**src/rtl/lcd_bus_reader_pkg.sv**
```systemverilog
// ============================================================================
// lcd_bus_reader_pkg : shared op encodings, default bus timing, FSM states
// Revision 1.0
// ============================================================================
`default_nettype none

package lcd_bus_reader_pkg;

   localparam logic [1:0] OP_STATUS    = 2'b00;
   localparam logic [1:0] OP_DATA      = 2'b01;
   localparam logic [1:0] OP_POLL      = 2'b10;
   localparam logic [1:0] OP_POLL_DATA = 2'b11;

   // Default timing in system clock cycles; also consumed by the writer side.
   localparam int unsigned T_AS_DEF     = 8;
   localparam int unsigned T_PW_DEF     = 32;
   localparam int unsigned T_H_DEF      = 8;
   localparam int unsigned T_GAP_DEF    = 64;
   localparam int unsigned T_POLLTO_DEF = 262144;

   localparam int unsigned CNT_W = 24;

   typedef enum logic [1:0] {
      SB_IDLE  = 2'd0,
      SB_SETUP = 2'd1,
      SB_EHIGH = 2'd2,
      SB_HOLD  = 2'd3
   } strb_state_e;

   typedef enum logic [1:0] {
      RD_IDLE = 2'd0,
      RD_STRB = 2'd1,
      RD_GAP  = 2'd2,
      RD_DONE = 2'd3
   } rd_state_e;

endpackage

`default_nettype wire

```
**src/rtl/lcd_rd_strobe.sv**
```systemverilog
// ============================================================================
// lcd_rd_strobe : one SETUP / E-high / HOLD read strobe with captured byte
// Revision 1.0
// ============================================================================
`default_nettype none

module lcd_rd_strobe
   import lcd_bus_reader_pkg::*;
#(
   parameter int unsigned T_AS = T_AS_DEF,
   parameter int unsigned T_PW = T_PW_DEF,
   parameter int unsigned T_H  = T_H_DEF
) (
   input  logic       clk,
   input  logic       rst_n,
   input  logic       start_i,
   input  logic       rs_i,
   input  logic [7:0] lcddin_i,
   output logic       done_o,
   output logic       cap_o,
   output logic [7:0] byte_o,
   output logic       rslcd_o,
   output logic       rwlcd_o,
   output logic       elcd_o,
   output logic       lcd_rel_o
);

   strb_state_e      state_q, state_d;
   logic [CNT_W-1:0] cnt_q, cnt_d;
   logic             rs_q, rs_d;
   logic [7:0]       byte_q, byte_d;
   logic             cap_q, cap_d;
   logic             rw_q, e_q, rsl_q;

   always_comb begin
      state_d = state_q;
      cnt_d   = cnt_q + CNT_W'(1);
      rs_d    = rs_q;
      byte_d  = byte_q;
      cap_d   = 1'b0;
      done_o  = 1'b0;
      unique case (state_q)
         SB_IDLE: begin
            cnt_d = '0;
            if (start_i) begin
               state_d = SB_SETUP;
               rs_d    = rs_i;
            end
         end
         SB_SETUP: begin
            if (cnt_q == CNT_W'(T_AS - 1)) begin
               state_d = SB_EHIGH;
               cnt_d   = '0;
            end
         end
         SB_EHIGH: begin
            if (cnt_q == CNT_W'(T_PW - 1)) begin
               state_d = SB_HOLD;
               cnt_d   = '0;
               byte_d  = lcddin_i;
               cap_d   = 1'b1;
            end
         end
         SB_HOLD: begin
            if (cnt_q == CNT_W'(T_H - 1)) begin
               done_o = 1'b1;
               cnt_d  = '0;
               // A follow-on read may chain straight into SETUP with RW kept high.
               if (start_i) begin
                  state_d = SB_SETUP;
                  rs_d    = rs_i;
               end else begin
                  state_d = SB_IDLE;
               end
            end
         end
         default: begin
            state_d = SB_IDLE;
            cnt_d   = '0;
         end
      endcase
   end

   // Pin drivers are registered from the next state so they toggle glitch-free.
   always_ff @(posedge clk or negedge rst_n) begin
      if (!rst_n) begin
         state_q <= SB_IDLE;
         cnt_q   <= '0;
         rs_q    <= 1'b0;
         byte_q  <= 8'h00;
         cap_q   <= 1'b0;
         rw_q    <= 1'b0;
         e_q     <= 1'b0;
         rsl_q   <= 1'b0;
      end else begin
         state_q <= state_d;
         cnt_q   <= cnt_d;
         rs_q    <= rs_d;
         byte_q  <= byte_d;
         cap_q   <= cap_d;
         rw_q    <= (state_d != SB_IDLE);
         e_q     <= (state_d == SB_EHIGH);
         rsl_q   <= (state_d != SB_IDLE) && rs_d;
      end
   end

   assign cap_o     = cap_q;
   assign byte_o    = byte_q;
   assign rslcd_o   = rsl_q;
   assign rwlcd_o   = rw_q;
   assign elcd_o    = e_q;
   assign lcd_rel_o = rw_q;

endmodule

`default_nettype wire

```
**src/rtl/lcd_bus_reader.sv**
```systemverilog
// ============================================================================
// lcd_bus_reader : HD44780 read side - status/data reads and busy-flag polling
// Revision 1.0
// ============================================================================
`default_nettype none

module lcd_bus_reader
   import lcd_bus_reader_pkg::*;
#(
   parameter int unsigned T_AS     = T_AS_DEF,
   parameter int unsigned T_PW     = T_PW_DEF,
   parameter int unsigned T_H      = T_H_DEF,
   parameter int unsigned T_GAP    = T_GAP_DEF,
   parameter int unsigned T_POLLTO = T_POLLTO_DEF
) (
   input  logic       clk,
   input  logic       rst_n,
   input  logic       rd_start_i,
   input  logic [1:0] rd_op_i,
   output logic       rd_busy_o,
   output logic       rd_done_o,
   output logic [7:0] rd_data_o,
   output logic       bf_o,
   output logic [6:0] ac_o,
   output logic       timeout_o,
   output logic       rslcd_o,
   output logic       rwlcd_o,
   output logic       elcd_o,
   output logic       lcd_rel_o,
   input  logic [7:0] lcddin_i
);

   rd_state_e        state_q, state_d;
   logic [1:0]       op_q, op_d;
   logic             data_ph_q, data_ph_d;
   logic [CNT_W-1:0] tmr_q, tmr_d;
   logic [CNT_W-1:0] gap_q, gap_d;
   logic             timeout_q, timeout_d;
   logic             bf_q, bf_d;
   logic [6:0]       ac_q, ac_d;
   logic [7:0]       data_q, data_d;
   logic             busy_q, done_q;

   logic             strb_start, strb_rs, strb_done, strb_cap;
   logic [7:0]       strb_byte;

   lcd_rd_strobe #(
      .T_AS (T_AS),
      .T_PW (T_PW),
      .T_H  (T_H)
   ) u_strobe (
      .clk       (clk),
      .rst_n     (rst_n),
      .start_i   (strb_start),
      .rs_i      (strb_rs),
      .lcddin_i  (lcddin_i),
      .done_o    (strb_done),
      .cap_o     (strb_cap),
      .byte_o    (strb_byte),
      .rslcd_o   (rslcd_o),
      .rwlcd_o   (rwlcd_o),
      .elcd_o    (elcd_o),
      .lcd_rel_o (lcd_rel_o)
   );

   always_comb begin
      state_d    = state_q;
      op_d       = op_q;
      data_ph_d  = data_ph_q;
      gap_d      = gap_q;
      timeout_d  = timeout_q;
      bf_d       = bf_q;
      ac_d       = ac_q;
      data_d     = data_q;
      strb_start = 1'b0;
      strb_rs    = data_ph_q;
      tmr_d      = (tmr_q == '1) ? tmr_q : tmr_q + CNT_W'(1);

      if (strb_cap) begin
         if (data_ph_q) begin
            data_d = strb_byte;
         end else begin
            bf_d = strb_byte[7];
            ac_d = strb_byte[6:0];
         end
      end

      unique case (state_q)
         RD_IDLE: begin
            tmr_d = '0;
            if (rd_start_i) begin
               op_d       = rd_op_i;
               timeout_d  = 1'b0;
               data_ph_d  = (rd_op_i == OP_DATA);
               strb_start = 1'b1;
               strb_rs    = (rd_op_i == OP_DATA);
               state_d    = RD_STRB;
            end
         end
         RD_STRB: begin
            // Decide on the byte just latched by the strobe, not the bf register.
            if (strb_done) begin
               if (!data_ph_q && op_q[1] && strb_byte[7]) begin
                  state_d = RD_GAP;
                  gap_d   = '0;
               end else if (!data_ph_q && (op_q == OP_POLL_DATA)) begin
                  data_ph_d  = 1'b1;
                  strb_start = 1'b1;
                  strb_rs    = 1'b1;
               end else begin
                  state_d = RD_DONE;
               end
            end
         end
         RD_GAP: begin
            gap_d = gap_q + CNT_W'(1);
            if (tmr_q >= CNT_W'(T_POLLTO - 1)) begin
               timeout_d = 1'b1;
               state_d   = RD_DONE;
            end else if (gap_q == CNT_W'(T_GAP - 1)) begin
               strb_start = 1'b1;
               strb_rs    = 1'b0;
               state_d    = RD_STRB;
            end
         end
         RD_DONE: begin
            state_d = RD_IDLE;
         end
         default: begin
            state_d = RD_IDLE;
         end
      endcase
   end

   always_ff @(posedge clk or negedge rst_n) begin
      if (!rst_n) begin
         state_q   <= RD_IDLE;
         op_q      <= 2'b00;
         data_ph_q <= 1'b0;
         tmr_q     <= '0;
         gap_q     <= '0;
         timeout_q <= 1'b0;
         bf_q      <= 1'b0;
         ac_q      <= 7'h00;
         data_q    <= 8'h00;
         busy_q    <= 1'b0;
         done_q    <= 1'b0;
      end else begin
         state_q   <= state_d;
         op_q      <= op_d;
         data_ph_q <= data_ph_d;
         tmr_q     <= tmr_d;
         gap_q     <= gap_d;
         timeout_q <= timeout_d;
         bf_q      <= bf_d;
         ac_q      <= ac_d;
         data_q    <= data_d;
         busy_q    <= (state_d != RD_IDLE);
         done_q    <= (state_d == RD_DONE);
      end
   end

   assign rd_busy_o = busy_q;
   assign rd_done_o = done_q;
   assign rd_data_o = data_q;
   assign bf_o      = bf_q;
   assign ac_o      = ac_q;
   assign timeout_o = timeout_q;

endmodule

`default_nettype wire
```
**config.mk**
```make
export PLATFORM = sky130hd
export DESIGN_NAME = lcd_bus_reader
export DESIGN_NICKNAME = d
export VERILOG_FILES = /design/src/rtl/lcd_bus_reader_pkg.sv /design/src/rtl/lcd_rd_strobe.sv /design/src/rtl/lcd_bus_reader.sv
export SDC_FILE = /design/constraint.sdc
export NUM_CORES = 1
export LEC_CHECK = 0
export ABC_AREA = 1
export CORE_UTILIZATION = 65
export DETAILED_ROUTE_END_ITERATION = 6
export PLACE_DENSITY = 0.86
export SLEW_MARGIN = 20
export SYNTH_ARGS = -nofsm -noshare
export SYNTH_HDL_FRONTEND = slang
export SYNTH_HIERARCHICAL = 1
export SYNTH_SLANG_ARGS = --single-unit
```
**constraint.sdc**
```tcl
create_clock -name clk -period 3.4 [get_ports clk]
set_input_delay 0.68 -clock clk [delete_from_list [all_inputs] [get_ports clk]]
set_output_delay 0.68 -clock clk [all_outputs]
set_load 0.1 [all_outputs]
```
**Yosys cells after proc, flatten, opt, wreduce, memory -nomap -nowiden**

Cells that the tools add are included.
Widths: inputs -> output; s select.

- Order comparisons: 1
- Add/subtract/negate cells: 3
- Reductions and logical operators: 19
- Bitwise logic cells: 1
- Mux-type cells: 46
- Equal/unequal tests: 19

Operator list:

| operator | count |
|---|---|
| $mux 24 | 6 |
| $add 24x1->24 const B | 3 |
| $pmux 24 s3 | 1 |
| $pmux 24 s2 | 1 |
| $eq 24x24->1 const B | 1 |
| $eq 24x3->1 const B | 1 |
| $eq 24x5->1 const B | 1 |
| $eq 24x6->1 const B | 1 |
| $ge 24x18->1 const B | 1 |
| $mux 1 | 21 |
| $mux 2 | 10 |
| $pmux 2 s4 | 2 |
| $eq 2x2->1 const B | 7 |
| $reduce_bool 2->1 | 5 |
| $ne 2x2->1 const B | 4 |
| $reduce_and 2->1 | 4 |
| $eq 2x1->1 const B | 3 |
| $pmux 1 s2 | 3 |
| $pmux 1 s3 | 2 |
| $reduce_and 3->1 | 2 |
| $logic_and 1x1->1 | 4 |
| $logic_not 2->1 | 2 |
| $ne 2x1->1 const B | 1 |
| $reduce_or 2->1 | 1 |
| other kinds (2) | 2 |

- Output and inout port bits: 23
- Input port bits: 13
- Flip-flop bits (word level): 111

**Depth between registers and ports, before layout**

Gate-level depths: netlist (run 1).

- Word-level depth: 11
- Gate-level depth with buffers: 17
- Gate-level depth less buffers: 17

**Hierarchy**

The synthesis (run 1) kept the hierarchy.

By module, submodules not included:

| module | cells an instance | times used | sequential area each (sq um) | area each (sq um) |
|---|---|---|---|---|
| lcd_bus_reader | 551 | 1 | 1801.7 | 4043.9 |
| lcd_rd_strobe | 245 | 1 | 975.9 | 2092.0 |

**Least setup slack after synthesis (run 1)**

No wires, ideal clock.

- Path kind: reg2reg
- Start: reg u_strobe.cnt_q[0]
- End: reg u_strobe.rsl_q (netlist: u_strobe/rslcd_o)
- Slack: 1.306 ns
- Stages on the path, launching flop included: 18
- Data required time: 3.323 ns
- Data arrival time: 2.016 ns
- Setup time: 0.077 ns
- Cells stage by stage: dfrtp_1 -> ha_1 -> nand3_1 -> nor2_1 -> nand3_4 -> nor2_2 -> inv_1 -> o21ai_0 -> inv_1 -> o21ai_0 -> inv_1 -> nand2_1 -> nand2_1 -> o21ai_0 -> o21ai_0 -> nand2_1 -> inv_1 -> a21oi_1

- Elaborated cells on any way between the ends: 19
- Those cells by class: eq/ne (2); mux (15); reduce/logical (2)

RTL lines:

| item | RTL line | text |
|---|---|---|
| start: declaration | lcd_rd_strobe.sv:29 | `logic [CNT_W-1:0] cnt_q, cnt_d;` |
| start signal: assignment | lcd_rd_strobe.sv:97 | `cnt_q <= cnt_d;` |
| $eq 24x3->1 (*) | lcd_rd_strobe.sv:65 | `if (cnt_q == CNT_W'(T_H - 1)) begin` |
| $mux 1 (*) | lcd_rd_strobe.sv:65 |  |
| $mux 1 (*) | lcd_rd_strobe.sv:42 | `unique case (state_q)` |
| via strb_done | lcd_bus_reader.sv:44 | `logic strb_start, strb_rs, strb_done, strb_cap;` |
| $mux 1 (*) | - |  |
| $pmux 1 s3 (*) | lcd_bus_reader.sv:88 | `unique case (state_q)` |
| via strb_rs | lcd_bus_reader.sv:44 |  |
| $mux 1 (*) | lcd_rd_strobe.sv:45, lcd_rd_strobe.sv:69 |  |
| $mux 1 | lcd_rd_strobe.sv:65 |  |
| $pmux 1 s2 (*) | lcd_rd_strobe.sv:42 |  |
| via u_strobe.rs_d | lcd_rd_strobe.sv:30 | `logic rs_q, rs_d;` |
| $logic_and 1x1->1 (*) | lcd_rd_strobe.sv:103 | `rsl_q <= (state_d != SB_IDLE) && rs_d;` |
| end signal: assignment | lcd_rd_strobe.sv:103 |  |
| end: declaration | lcd_rd_strobe.sv:33 | `logic rw_q, e_q, rsl_q;` |

The timed path passes the listed nets; every way through them passes the cells marked *.
A chain may end at the register's enable or synchronous reset.

**Worst setup path after layout (run 1)**

- Start: reg u_strobe.rw_q (netlist: u_strobe/lcd_rel_o)
- End: out lcd_rel_o

RTL lines:

| item | RTL line | text |
|---|---|---|
| start: declaration | lcd_rd_strobe.sv:33 |  |
| start signal: assignment | lcd_rd_strobe.sv:101 | `rw_q <= (state_d != SB_IDLE);` |
| end: declaration | lcd_bus_reader.sv:29 | `output logic lcd_rel_o,` |

No word-level cell between the ends.

==> impl_table.tex, run 1 <==
\begin{tabular}{lr}
\hline
Metric & Value \\
\hline
\multicolumn{2}{l}{\textbf{Route}} \\
Total via count in the routed design & 5,268 \\
Drt via density & 5.55 \\
Wirelength per Cell & 14.3 um \\
Iteration count of the initial detailed-routing pass & 5 \\
DRC errors left & 0 \\
Final wirelength & 13,600 um \\
Post-route antenna net violation count & 0 \\
Iteration-0 DRC Markers & 293 \\
\multicolumn{2}{l}{\textbf{Synth}} \\
Most instantiated flip-flop cell in the synthesis netlist & dfrtp\_1 \\
Cells after Synth & 796 \\
Most numerous cell in the Yosys netlist & nand2\_1 \\
Post-synthesis cell type with the largest combined area & dfrtp\_1 \\
Share of the synthesized area in the top cell type & 0.453 \\
Synthesized area divided by synthesized cell count & 7.71 um\^{}2 \\
Count of distinct cell types in the synthesized netlist & 42 \\
Register area share after synthesis & 0.453 \\
Mapped Area & 6140 um\^{}2 \\
Total nets after synthesis & 817 \\
Ys Warns & 6 \\
Top cells by count, synth & nand2\_1, dfrtp\_1, inv\_1, nor2\_1, nand3\_1 \\
Proportion of register bits with asynchronous set or reset after synthesis & 1.00 \\
Most area-consuming cells after synthesis & dfrtp\_1, nand2\_1, inv\_1 \\
EDFF count, synth & 0 \\
FF+latch count, synth & 111 \\
\multicolumn{2}{l}{\textbf{Setup path}} \\
Critical path class & reg2out \\
WP buf/inv & 1 \\
Startpoint kind of the worst setup timing path & flip-flop \\
Critical Path Fanout Max & 2 \\
Crit path largest cell delay & 1.14 ns \\
Nature of the critical path endpoint & output port \\
Series of cell instances along the critical path & clkdlybuf4s50\_1 \\
Critical path required time & 2.72 ns \\
Slowest CP cell & clkdlybuf4s50\_1 \\
CP delay by family, top & buffers and inverters \\
Arrival time at the worst endpoint & 1.92 ns \\
\multicolumn{2}{l}{\textbf{Timing}} \\
Headroom to the max-slew limit & 0.339 \\
Fin Setup TNS & 0 ns \\
Count of endpoints failing hold in the final timing report & 0 \\
Worst-case hold slack & 0.313 ns \\
Setup Skew & 0.00917 ns \\
Endpoints failing setup & 0 \\
Unrepaired setup endpoints after global routing & false \\
Measured slew at the worst slew-check pin & 0.988 ns \\
Final critical path time including I/O delays and setup & 2.60 ns \\
Final clock period utilization by the worst path & 0.763 \\
Max Clock Freq & 385 MHz \\
Number of pins with negative max-slew slack in the final report & 0 \\
\multicolumn{2}{l}{\textbf{Global routing}} \\
Tot GR Track Use & 0.297 \\
Global Route met2 Usage & 0.509 \\
Met1 usage in global routing & 0.381 \\
Residual overflow from global routing & 0 \\
First-pass GRT wire length & 23,200 um \\
Grt peak-use layer & met2 \\
Initial antenna violation count & 0 \\
Met3 Track Usage GR & 0.0569 \\
Pin count of the biggest net entering global routing & 65 \\
Vias in the first global route & 5,170 \\
\multicolumn{2}{l}{\textbf{Placement}} \\
Count of input and output buffers & 35 \\
DP Wirelength & 9810 um \\
Placer Congestion & 0.916 \\
\multicolumn{2}{l}{\textbf{Layout}} \\
Number of nets in the final layout & 854 \\
Ratio of cells with drive above 1 in the final layout & 0.103 \\
Final cell utilization of the core & 0.738 \\
Diode insertion count for antenna repair & 0 \\
Total area of multi-input combinational cells & 2850 um\^{}2 \\
Number of filler instances in the final layout & 728 \\
Footprint of the flip-flops and latches & 2780 um\^{}2 \\
Layout area overhead & 10.6\% \\
\multicolumn{2}{l}{\textbf{Die}} \\
Die width & 99.2 um \\
Die area & 9830 um\^{}2 \\
Core area & 9200 um\^{}2 \\
Floorplan row count & 35 \\
Initial cell density of the core & 0.667 \\
Ports placed on the boundary & 36 \\
Floorplan die height & 99.2 um \\
\multicolumn{2}{l}{\textbf{Clock tree}} \\
CTS buffer count & 9 \\
Total of hold buffers inserted after clock tree synthesis & 0 \\
Worst-Skew Late Latency & 0.38 ns \\
CTS H-tree lvls & 3 \\
Clk slew on worst S/H paths & 0.11 ns \\
Library cell used as clock root buffer & clkbuf\_8 \\
Maximum count of clock buffers along a single path & 2 \\
TritonCTS clock tree & done \\
Resize count post-CTS & 0 \\
Post-CTS Setup Inserts & 0 \\
Total clock sinks & 111 \\
\multicolumn{2}{l}{\textbf{Job}} \\
Maximum capacitance violations & 0 \\
\multicolumn{2}{l}{\textbf{Pwr}} \\
Tot Pwr & 3.37 mW \\
Leak & 3.34 nW \\
Cell area power density & 497 nW/um\^{}2 \\
Max VDD drop & 0.415 mV \\
\multicolumn{2}{l}{\textbf{Min path}} \\
Worst min-delay path category & in2async \\
\multicolumn{2}{l}{\textbf{Outcome}} \\
Run status & finished, final reports clean \\
\hline
\end{tabular}
-- cell usage in the layout (no fill, tap or decap), types with 6 or more instances in the layout --
cell type	count
o21ai_0	49
clkdlybuf4s50_1	31
nor2_4	6
inv_1	107
clkbuf_8	10
a21oi_1	15
nor3_1	18
nand2_1	200
nand3_1	66
nor2_2	18
xor2_1	15
nor2_1	98
nand2_2	6
ha_1	8
dfrtp_1	111
nand4_1	11
or2_2	8
-- worst paths after layout --
path | from | endpoint | slack, ns | cells after the start
setup / recovery | u_strobe/lcd_rel_o | lcd_rel_o | 0.80 | 1
hold / removal | rst_n | tmr_q[21] | 0.31 | 1
setup reg to reg | u_strobe/cnt_q[0] | u_strobe/rslcd_o | 0.81 | 17
min in group clk | u_strobe/byte_o[6] | u_strobe/byte_o[6] | 0.50 | 2
max in group asynchronous | rst_n | op_q[1] | 2.34 | 2
hold reg to reg | u_strobe/byte_o[6] | u_strobe/byte_o[6] | 0.50 | 2
-- report_power, final --
group	switching (mW)	leakage [nW]	total [mW]	internal (mW)
Sequential	0.100	1.49	1.53	1.43
Combinational	0.722	1.73	0.943	0.220
Clock	0.458	0.117	0.897	0.439
Total	1.28	3.34	3.37	2.09
-- per-stage QoR --
| stage | instance area, um^2 | instances | setup WS [ns] |
|---|---|---|---|
| detailed placement | 6560 | 933 | 0.917 |
| global route | 6790 | 949 | 0.555 |
| finish | 6790 | 949 | 0.804 |
| global placement | 6560 | 933 | 1.11 |
| CTS | 6790 | 949 | 0.778 |
| floorplan | 6140 | 796 | 1.31 |
-- worst reg2reg max path, cell delays in order, from the launching register on --
cell	delay (ns)
dfrtp_1	0.41
ha_1	0.24
nand3_1	0.10
nor2_1	0.20
nand3_4	0.14
nor2_2	0.20
inv_1	0.09
o21ai_0	0.18
inv_1	0.06
o21ai_0	0.16
inv_1	0.08
nand2_1	0.07
nand2_1	0.06
o21ai_0	0.19
o21ai_0	0.12
nand2_1	0.10
inv_1	0.04
a21oi_1	0.10
-- sequential cells by signal, summed over array words and instances, names as in the netlist --
register            cells
gap_q                  24
tmr_q                  24
u_strobe/cnt_q         24
rd_data_o               8
u_strobe/byte_o         8
ac_o                    7
op_q                    2
state_q                 2
u_strobe/state_q        2
bf_o                    1
data_ph_q               1
rd_busy_o               1
rd_done_o               1
timeout_o               1
u_strobe/cap_o          1
u_strobe/elcd_o         1
u_strobe/lcd_rel_o      1
u_strobe/rs_q           1
u_strobe/rslcd_o        1
-- cell type report --
type / instances / area share
Clock inverter: 6 / 0.0135
Clock buffer: 10 / 0.0203
Sequential cell: 111 / 0.409
Timing Repair Buffer: 37 / 0.0542
Inverter: 113 / 0.0625
Tap cell: 111 / 0.0205
Multi-Input combinational cell: 561 / 0.420
-- routing by layer --
layer / part of all wire / up-vias
met5: 0 / -
met4: 0.019 / 0
met3: 0.051 / 28
met2: 0.50 / 142
met1: 0.43 / 2512
li1: - / 2586
-- cells by family after synthesis --
family	synth area share
adders and majority gates	0.0163
xor gates and xnor gates	0.0271
and+or+nand+nor	0.350
buffers and inverters	0.0830
AOI/OAI and AO/OA	0.0706
DFF	0.453
(Power assumes the default switching activity.)
==> run 2, diff against run 1 <==
--- a/config.mk
+++ b/config.mk
@@ -6,9 +6,9 @@
 export NUM_CORES = 1
 export LEC_CHECK = 0
 export ABC_AREA = 1
-export CORE_UTILIZATION = 65
+export CORE_UTILIZATION = 60
 export DETAILED_ROUTE_END_ITERATION = 6
-export PLACE_DENSITY = 0.86
+export PLACE_DENSITY = 0.8
 export SLEW_MARGIN = 20
 export SYNTH_ARGS = -nofsm -noshare
 export SYNTH_HDL_FRONTEND = slang
==> constraint.sdc (replaced) <==
create_clock -name clk -period 2.6 [get_ports clk]
set_input_delay 0.52 -clock clk [delete_from_list [all_inputs] [get_ports clk]]
set_output_delay 0.52 -clock clk [all_outputs]
set_load 0.1 [all_outputs]
==> impl_table.tex, run 2 (same netlist as run 1, synthesis figures left out) <==
\begin{tabular}{lr}
\hline
Metric & Value \\
\hline
\multicolumn{2}{l}{\textbf{Timing}} \\
Endpoints failing setup & 0 (unchanged) \\
Count of endpoints failing hold in the final timing report & 0 (unchanged) \\
Headroom to the max-slew limit & 0.656 (was 0.339) \\
Setup Skew & 0.00807 ns (was 0.00917 ns) \\
Unrepaired setup endpoints after global routing & false (unchanged) \\
Max Clock Freq & 429 MHz \\
Measured slew at the worst slew-check pin & 0.515 ns (was 0.988 ns) \\
Final clock period utilization by the worst path & 0.897 \\
Final critical path time including I/O delays and setup & 2.33 ns \\
Fin Setup TNS & 0 ns (unchanged) \\
Worst-case hold slack & 0.0915 ns (was 0.313 ns) \\
Final critical-path setup slack & 0.268 ns (was 0.804 ns) \\
Number of pins with negative max-slew slack in the final report & 0 (unchanged) \\
\multicolumn{2}{l}{\textbf{Setup path}} \\
Nature of the critical path endpoint & flip-flop (was output port) \\
Critical Path Fanout Max & 5 (was 2) \\
Arrival time at the worst endpoint & 2.65 ns (was 1.92 ns) \\
Startpoint kind of the worst setup timing path & flip-flop (unchanged) \\
Critical path class & reg2reg (was reg2out) \\
Worst setup slack for register-to-register paths & 0.27 ns (was 0.81 ns) \\
Slowest CP cell & dfrtp\_1 (was clkdlybuf4s50\_1) \\
Worst-case reg-to-reg path depth & 14 (was 17) \\
Crit path largest cell delay & 0.46 ns (was 1.14 ns) \\
Critical path required time & 2.92 ns (was 2.72 ns) \\
Series of cell instances along the critical path & ha\_1 > nand3\_2 > nor2\_4 > nand3\_1 > nand2\_1 > inv\_1 > nand3\_1 > o21ai\_0 > inv\_1 > nor3\_1 > nor2\_1 > nand2\_1 > nand2\_2 > a21oi\_1 (was clkdlybuf4s50\_1) \\
\multicolumn{2}{l}{\textbf{Clock tree}} \\
Library cell used as clock root buffer & clkbuf\_8 (unchanged) \\
CTS buffer count & 9 (unchanged) \\
Maximum count of clock buffers along a single path & 2 (unchanged) \\
TritonCTS clock tree & done (unchanged) \\
Total clock sinks & 111 (unchanged) \\
Post-CTS Setup Inserts & 0 (unchanged) \\
Worst-Skew Late Latency & 0.38 ns (about the same) \\
Total of hold buffers inserted after clock tree synthesis & 0 (unchanged) \\
CTS H-tree lvls & 3 (unchanged) \\
Clk slew on worst S/H paths & 0.11 ns (about the same) \\
\multicolumn{2}{l}{\textbf{Pwr}} \\
Leak & 3.37 nW (was 3.34 nW) \\
Max VDD drop & 0.754 mV (was 0.415 mV) \\
Cell area power density & 626 nW/um\^{}2 (was 497 nW/um\^{}2) \\
\multicolumn{2}{l}{\textbf{Layout}} \\
Number of nets in the final layout & 858 (was 854) \\
Count of placed standard cells in the final layout, fillers left out & 975 (was 949) \\
Commonest non-fill, non-tap cells in the layout & nand2\_1, dfrtp\_1, inv\_1, nor2\_1, nand3\_1 (unchanged) \\
Layout area overhead & 10.6\% (about the same) \\
Ratio of cells with drive above 1 in the final layout & 0.134 (was 0.103) \\
Leading registers by flop count & gap\_q (24), tmr\_q (24), u\_strobe/cnt\_q (24) (unchanged) \\
Diode insertion count for antenna repair & 0 (unchanged) \\
Most common cell after layout, fill and taps aside & nand2\_1 (unchanged) \\
\multicolumn{2}{l}{\textbf{Route}} \\
Post-route antenna net violation count & 0 (unchanged) \\
Final wirelength & 12,800 um (was 13,600 um) \\
Total via count in the routed design & 5,191 (was 5,268) \\
Iteration count of the initial detailed-routing pass & 5 (unchanged) \\
Iteration-0 DRC Markers & 256 (was 293) \\
Drt via density & 5.32 (was 5.55) \\
Wirelength per Cell & 13.1 um (was 14.3 um) \\
DRC errors left & 0 (unchanged) \\
\multicolumn{2}{l}{\textbf{Die}} \\
Die area & 10,600 um\^{}2 (was 9830 um\^{}2) \\
Floorplan die height & 103 um (was 99.2 um) \\
Core area & 9860 um\^{}2 (was 9200 um\^{}2) \\
Die width & 103 um (was 99.2 um) \\
Initial cell density of the core & 0.622 (was 0.667) \\
Ports placed on the boundary & 36 (unchanged) \\
Floorplan row count & 36 (was 35) \\
\multicolumn{2}{l}{\textbf{Global routing}} \\
Initial antenna violation count & 0 (unchanged) \\
Residual overflow from global routing & 0 (unchanged) \\
Tot GR Track Use & 0.265 (was 0.297) \\
Vias in the first global route & 4,907 (was 5,170) \\
First-pass GRT wire length & 21,900 um (was 23,200 um) \\
Pin count of the biggest net entering global routing & 40 (was 65) \\
\multicolumn{2}{l}{\textbf{Placement}} \\
DP Wirelength & 9710 um (was 9810 um) \\
Pre-CTS setup slack & 0.211 ns (was 0.917 ns) \\
Placed Cells & 959 (was 933) \\
Count of input and output buffers & 35 (unchanged) \\
Placer Congestion & 0.859 (was 0.916) \\
\multicolumn{2}{l}{\textbf{Outcome}} \\
Run status & finished, final reports clean (unchanged) \\
\multicolumn{2}{l}{\textbf{Min path}} \\
Worst min-delay path category & in2async (unchanged) \\
\multicolumn{2}{l}{\textbf{Job}} \\
Maximum capacitance violations & 0 (unchanged) \\
\hline
\end{tabular}
==> run 2: cell types whose count changed in the layout (fill, tap and decap cells not counted), sizes merged <==
cell           delta
buf              +24
bufinv            -2
inv               +5
clkdlybuf4s50    -20
clkbuf            -1
clkinv            -2
==> run 2: power breakdown <==
group	switching [mW]	internal, mW	total [mW]
logic	0.935	0.278	1.21
registers	0.136	1.87	2.01
clock network	0.651	0.381	1.03
==> run 2: path summary, 6_finish.rpt <==
check,startpoint,end
setup reg to reg,tmr_q[0],u_strobe/rslcd_o
max in group asynchronous,rst_n,ac_o[3]
hold / removal,rst_n,tmr_q[21]
hold reg to reg,u_strobe/byte_o[3],u_strobe/byte_o[3]
setup / recovery,tmr_q[0],u_strobe/rslcd_o
min in group clk,u_strobe/byte_o[3],u_strobe/byte_o[3]
==> run 2: final cells by class <==
type                       count  area [um^2]
clock buffer                   9          124
timing repair buffer          41          360
sequential                   111         2780
clock inverter                 7         71.3
tap                          133          166
multi-input combinational    561         2860
inverter                     113          424
fill                         799         3080
==> run 2: stage by stage <==
stage / power (mW) / cell area [um^2] / utilization
final: 4.25 / 6790 / 0.688
after global routing: 4.47 / 6790 / 0.688
after CTS: 4.29 / 6770 / 0.687
after detailed placement: 3.25 / 6580 / 0.667
after global placement: 3.21 / 6580 / 0.667
after floorplan: 2.94 / 6140 / -
==> run 2: repair_timing <==
item                       in CTS  in global routing
setup endpoints to repair       0                  1
resized for setup               0                  6
hold endpoints to repair        0                  0
==> run 2: routing by layer <==
metal  vias to the layer above  share of wire  wire (um)  track usage
met3                        15          0.040        508       0.0515
met5                         -              0          0            0
met2                       122           0.49       6250        0.443
met4                         0          0.011        145       0.0780
li1                       2606              -          -            -
met1                      2448           0.46       5910        0.351
==> run 2: worst max-delay path, delay by kind of cell, from the launching register on <==
family	cells	cell delay, ns
and+or+nand+nor	9	0.94
DFF	1	0.46
AOI/OAI and AO/OA	2	0.38
adders and majority gates	1	0.28
buffers and inverters	2	0.20
